`src/rtl/fifo_flow_ctrl_pkg.sv`:
```
// Shared constants for the per-queue flow-control FIFOs.
// Holds the per-queue pointer widths and the umbrales_I field layout used by
// the control level to split one threshold word into per-instance thresholds.
package fifo_flow_ctrl_pkg;

    localparam int unsigned FIFO_DATA_W = 6;

    // Per-queue pointer widths (depth = 2**ADDR_W)
    localparam int unsigned MF_ADDR_W = 2;
    localparam int unsigned VC_ADDR_W = 4;
    localparam int unsigned D_ADDR_W  = 2;

    // umbrales_I bit-field layout: MF[13:12], VC0[11:8], VC1[7:4], D0[3:2], D1[1:0]
    localparam int unsigned UMBRALES_W  = 14;
    localparam int unsigned UMB_MF_LSB  = 12;
    localparam int unsigned UMB_VC0_LSB = 8;
    localparam int unsigned UMB_VC1_LSB = 4;
    localparam int unsigned UMB_D0_LSB  = 2;
    localparam int unsigned UMB_D1_LSB  = 0;

endpackage

```
`src/rtl/fifo_mem.sv`:
```
// Storage array for fifo_flow_ctrl: one synchronous write port and one
// synchronous read port. Storage is not reset; only the read register is.
// Ports: clk, rst (async, active-high, read register only),
//        wr_en/wr_addr/wr_data (write port), rd_en/rd_addr (read request),
//        rd_data (registered read data, holds when rd_en is low).
module fifo_mem #(
    parameter int unsigned DATA_W = 6,
    parameter int unsigned ADDR_W = 2
) (
    input  logic              clk,
    input  logic              rst,
    input  logic              wr_en,
    input  logic [ADDR_W-1:0] wr_addr,
    input  logic [DATA_W-1:0] wr_data,
    input  logic              rd_en,
    input  logic [ADDR_W-1:0] rd_addr,
    output logic [DATA_W-1:0] rd_data
);

    localparam int unsigned DEPTH = 1 << ADDR_W;

    logic [DATA_W-1:0] mem_q [DEPTH];
    logic [DATA_W-1:0] rd_data_q;
    logic [DATA_W-1:0] rd_data_d;

    // Write port
    always_ff @(posedge clk) begin
        if (wr_en) begin
            mem_q[wr_addr] <= wr_data;
        end
    end

    // Read data holds its value unless a read is requested
    always_comb begin
        rd_data_d = rd_data_q;
        if (rd_en) begin
            rd_data_d = mem_q[rd_addr];
        end
    end

    always_ff @(posedge clk or posedge rst) begin
        if (rst) begin
            rd_data_q <= '0;
        end else begin
            rd_data_q <= rd_data_d;
        end
    end

    assign rd_data = rd_data_q;

endmodule

```
`src/rtl/fifo_flow_ctrl.sv`:
```
// Synchronous FIFO with occupancy-based flow-control status for one queue.
// Ports: clk, reset (async, active-high), init (loads umbral_ae/umbral_af),
//        push/data_in (write), pop (read), data_out/valid_out (registered read),
//        full/empty/almost_full/almost_empty/pause (status compares of the
//        registered count), error (sticky overflow).
module fifo_flow_ctrl
    import fifo_flow_ctrl_pkg::*;
#(
    parameter int unsigned DATA_W = FIFO_DATA_W,
    parameter int unsigned ADDR_W = MF_ADDR_W
) (
    input  logic              clk,
    input  logic              reset,
    input  logic              init,
    input  logic [ADDR_W-1:0] umbral_ae,
    input  logic [ADDR_W-1:0] umbral_af,
    input  logic              push,
    input  logic [DATA_W-1:0] data_in,
    input  logic              pop,
    output logic [DATA_W-1:0] data_out,
    output logic              valid_out,
    output logic              full,
    output logic              empty,
    output logic              almost_full,
    output logic              almost_empty,
    output logic              pause,
    output logic              error
);

    localparam int unsigned DEPTH = 1 << ADDR_W;
    localparam int unsigned CNT_W = ADDR_W + 1;
    localparam logic [CNT_W-1:0]  DEPTH_CNT = CNT_W'(DEPTH);
    localparam logic [ADDR_W-1:0] AE_RST    = ADDR_W'(1);
    localparam logic [ADDR_W-1:0] AF_RST    = ADDR_W'(DEPTH - 1);

    logic [ADDR_W-1:0] wr_ptr_q, wr_ptr_d;
    logic [ADDR_W-1:0] rd_ptr_q, rd_ptr_d;
    logic [CNT_W-1:0]  count_q,  count_d;
    logic [ADDR_W-1:0] ae_reg_q, ae_reg_d;
    logic [ADDR_W-1:0] af_reg_q, af_reg_d;
    logic              error_q,  error_d;
    logic              valid_q,  valid_d;
    logic              push_ok;
    logic              pop_ok;

    // Accept logic: a push into a full FIFO only succeeds when a pop frees a slot
    // in the same cycle; an empty FIFO never bypasses push data to the read side.
    always_comb begin
        pop_ok  = pop && (count_q != '0);
        push_ok = push && ((count_q < DEPTH_CNT) || pop_ok);
    end

    // Next-state for pointers, occupancy, thresholds and status
    always_comb begin
        wr_ptr_d = wr_ptr_q;
        rd_ptr_d = rd_ptr_q;
        count_d  = count_q;
        ae_reg_d = ae_reg_q;
        af_reg_d = af_reg_q;
        error_d  = error_q;
        valid_d  = pop_ok;

        if (push_ok) begin
            wr_ptr_d = wr_ptr_q + ADDR_W'(1);
        end
        if (pop_ok) begin
            rd_ptr_d = rd_ptr_q + ADDR_W'(1);
        end
        if (push_ok && !pop_ok) begin
            count_d = count_q + CNT_W'(1);
        end else if (pop_ok && !push_ok) begin
            count_d = count_q - CNT_W'(1);
        end

        // Dropped push is sticky until reset; init deliberately leaves it alone
        if (push && !push_ok) begin
            error_d = 1'b1;
        end

        if (init) begin
            ae_reg_d = umbral_ae;
            af_reg_d = umbral_af;
        end
    end

    always_ff @(posedge clk or posedge reset) begin
        if (reset) begin
            wr_ptr_q <= '0;
            rd_ptr_q <= '0;
            count_q  <= '0;
            ae_reg_q <= AE_RST;
            af_reg_q <= AF_RST;
            error_q  <= 1'b0;
            valid_q  <= 1'b0;
        end else begin
            wr_ptr_q <= wr_ptr_d;
            rd_ptr_q <= rd_ptr_d;
            count_q  <= count_d;
            ae_reg_q <= ae_reg_d;
            af_reg_q <= af_reg_d;
            error_q  <= error_d;
            valid_q  <= valid_d;
        end
    end

    fifo_mem #(
        .DATA_W (DATA_W),
        .ADDR_W (ADDR_W)
    ) u_mem (
        .clk     (clk),
        .rst     (reset),
        .wr_en   (push_ok),
        .wr_addr (wr_ptr_q),
        .wr_data (data_in),
        .rd_en   (pop_ok),
        .rd_addr (rd_ptr_q),
        .rd_data (data_out)
    );

    // Status flags are pure compares of registered state, so they are glitch-free
    assign full         = (count_q == DEPTH_CNT);
    assign empty        = (count_q == '0);
    assign almost_full  = (count_q >= {1'b0, af_reg_q});
    assign almost_empty = (count_q <= {1'b0, ae_reg_q});
    assign pause        = almost_full;
    assign error        = error_q;
    assign valid_out    = valid_q;

endmodule

```
`config.mk`:
```
export PLATFORM = sky130hd
export DESIGN_NAME = fifo_flow_ctrl
export DESIGN_NICKNAME = d
export VERILOG_FILES = /design/src/rtl/fifo_flow_ctrl_pkg.sv /design/src/rtl/fifo_mem.sv /design/src/rtl/fifo_flow_ctrl.sv
export SDC_FILE = /design/constraint.sdc
export NUM_CORES = 1
export LEC_CHECK = 0
export CORE_MARGIN = 2
export CORE_UTILIZATION = 50
export CTS_CLUSTER_DIAMETER = 60
export DETAILED_ROUTE_END_ITERATION = 10
export PLACE_DENSITY = 0.86
export SLEW_MARGIN = 20
export SYNTH_ARGS = -nofsm -noshare
export SYNTH_HDL_FRONTEND = slang
export SYNTH_HIERARCHICAL = 1
export SYNTH_SLANG_ARGS = --single-unit
```
`constraint.sdc`:
```
create_clock -name clk -period 2.1 [get_ports clk]
set_input_delay 0.21 -clock clk [delete_from_list [all_inputs] [get_ports clk]]
set_output_delay 0.21 -clock clk [all_outputs]
set_load 0.02 [all_outputs]
```
==> impl_metrics.py <==
metrics = {
    "route": {
        "firstDrtPassIters": 4,
        "vias_per_cell": 5.18,
        "drt_iter0_drc": 86,
        "routedWlPerCell_um": 14.8,
        "drc": 0,
        "num_vias": 1061,
        "drt-total-wl_mm": 3.04,
        "ant_nets": 0,
    },
    "critical_path": {
        "cp.required_ns": 1.89,
        "worstSetupPathType": "flip-flop to primary output",
        "critical_path_peak_fanout": 6,
        "crit_path_end_kind": "primary output",
        "cp.arrival_ns": 1.80,
        "startpoint_type": "flip-flop",
    },
    "sta": {
        "rsz0062_at_grt": "true",
        "final.period_utilization": 0.958,
        "fin_hold_ws_ns": 0.108,
        "finalClockSkew_ns": 0.00832,
        "setup_viol": 0,
        "timing.fmax_mhz": 497,
        "tightest_slew_ns": 0.728,
        "drv_slew": 0,
        "min_period_ns": 2.01,
        "hold_violations": 0,
        "finalWorstSetupSlack_ns": 0.0889,
        "maxSlewHeadroom": 0.515,
    },
    "global_routing": {
        "grt_util_all_layers": 0.169,
        "antenna_found_initial": 0,
        "overflow": 0,
        "grt_pass1_wl_mm": 5.18,
        "grt_start_max_net_pins": 15,
        "grt_pass1_vias": 1069,
    },
    "run_status": {
        "outcome": "completed",
    },
    "cells_and_area": {
        "area_growth_pct": 23.3,
        "nFillCells": 248,
        "final_util": 0.653,
        "diodes": 0,
        "fin_cells": 205,
        "final_net_count": 179,
        "drive_gt1_frac": 0.157,
    },
    "placement": {
        "numPortBuffers": 27,
        "hpwlAfterDp_mm": 2.20,
        "place_inst": 196,
        "place.gp.congestion": 0.775,
        "place_ws_ns": -0.0122,
    },
    "logic_synthesis": {
        "ys_seq_area_frac": 0.668,
        "yosys.area.top_type_share": 0.401,
        "synth_cells": 119,
        "synth_seq_cells": 43,
        "ys_warn_count": 6,
        "syn_area_mm2": 0.00180,
        "yosys-top-cells-area": "edfxtp_1 40%, dfrtp_1 22%, mux2i_1 6.7%",
        "syn_nets": 140,
        "netlist-cell-type-count": 30,
        "avgSynthCellArea_um2": 15.1,
        "synth_edf_count": 24,
        "post-synth-top-count-cell": "edfxtp_1",
        "netlist_top_cells_count": "24 x edfxtp_1, 16 x dfrtp_1, 12 x mux2i_1",
        "synth_top_area_cell": "edfxtp_1",
        "synthFlopType": "edfxtp_1",
        "synth_async_sr_flop_share": 0.442,
    },
    "clocking": {
        "root_buffer": "clkbuf_4",
        "cts_made_buffers": 5,
        "cts_tree": "done",
        "numClockSinks": 43,
        "path_clk_slew_ns": 0.12,
        "clk_latency_ns": 0.34,
        "cts_buffer_depth": 2,
        "ctsHoldBuffers": 0,
        "cts_max_level": 2,
    },
    "flow_run": {
        "drv_cap": 0,
    },
    "floorplan": {
        "rows": 21,
        "die_area_mm2": 0.00409,
        "start_util": 0.530,
        "die_w_um": 63.9,
        "dieHeight_um": 63.9,
        "core_mm2": 0.00339,
        "ios": 28,
    },
    "min_path": {
        "min_path_type": "primary input to asynchronous set/reset pin",
    },
    "power": {
        "powerDensity_mw_per_mm2": 1270,
        "irDropWorstVdd_v": 0.000577,
        "leakage_nw": 0.916,
    },
}
## report_power, final
group	total (mW)	switching [mW]	internal [mW]
logic	1.07	0.523	0.547
registers	1.34	0.210	1.13
clock network	0.398	0.237	0.161
total	2.80	0.970	1.83
## sequential cells by signal (all words and copies together), names as in the netlist
signal	flops
u_mem/mem_q	24
u_mem/rd_data	6
count_q	3
ae_reg_q	2
af_reg_q	2
rd_ptr_q	2
wr_ptr_q	2
error	1
valid_out	1
## final timing paths
| path | depth (start not counted) | slack, ns | from | end |
|---|---|---|---|---|
| worst max-delay path | 4 | 0.09 | count_q[1]$_DFFE_PP0P_ | almost_empty |
| max in group asynchronous | 2 | 1.52 | reset | af_reg_q[0]$_DFFE_PP1P_ |
| worst min-delay path | 2 | 0.11 | reset | u_mem/rd_data[5]$_DFFE_PP0P_ |
| worst max register to register | 8 | 0.12 | count_q[2]$_DFFE_PP0P_ | count_q[2]$_DFFE_PP0P_ |
| worst min register to register | 1 | 0.49 | error$_DFFE_PP0P_ | error$_DFFE_PP0P_ |
| min in group clk | 3 | 0.39 | umbral_af[1] | af_reg_q[1]$_DFFE_PP1P_ |
## cell usage in the layout, fill, tap and decap left out, types with 2 or more instances in the layout
master	n
buf_4	7
clkbuf_2	2
clkbuf_4	5
clkdlybuf4s50_1	23
dfrtp_1	16
dfstp_2	3
edfxtp_1	24
ha_1	5
inv_1	8
mux2_2	3
mux2i_1	12
nand2_1	5
nand2b_1	9
nor2_1	2
nor3b_1	2
o21ai_0	2
o221ai_1	6
xnor2_1	3
xor2_1	4
## metrics by stage
step	setup TNS (ns)	total power, mW	area, um^2
floorplan	0	2.00	1800
global placement	0	2.36	2150
detailed placement	-0.0122	2.44	2150
CTS	-0.0000742	2.82	2210
global route	-0.0345	2.98	2210
finish	0	2.80	2210
## metal layers
metal	vias up	part of all wire	wire length, um	track usage
met3	8	0.038	114	0.0405
met5	-	0	0	0
met1	524	0.45	1370	0.227
met4	0	0.020	61	0.0734
li1	508	-	-	-
met2	21	0.49	1490	0.264
## cell families (layout without fill, tap and decap cells)
group	count (synthesis)	count (layout)	share of synthesized area
AOI/OAI and AO/OA	12	12	0.0509
xor gates and xnor gates	7	7	0.0341
adders and majority gates	6	6	0.0460
buffers and inverters	11	51	0.0293
DFF	43	43	0.668
muxes	15	15	0.0857
and+or+nand+nor	25	25	0.0857
## final cells by class
class,count,area (um^2),share of cell area
repair buffers,34,314,0.142
clock buffers,7,55.1,0.0249
well taps,46,57.6,0.0260
multi-input cells,65,549,0.248
flip-flops and latches,43,1200,0.542
inverters,9,33.8,0.0153
clock inverters,1,3.75,0.00170
## worst max-delay path, stage by stage, from the launching register on
cell           delay (ns)
dfrtp_1              0.50
ha_1                 0.36
a21o_1               0.16
a21oi_1              0.10
dlygate4sd2_1        0.34
## what timing repair did
| action | 4_1_cts | 5_1_grt |
|---|---|---|
| gates resized for setup | 4 | 5 |
| pin swaps | 0 | 0 |
| gates cloned | 0 | 0 |
| buffers inserted | 1 | 0 |
| setup endpoints to repair | 3 | 4 |
No activity file was read; power rests on OpenSTA's default activity.
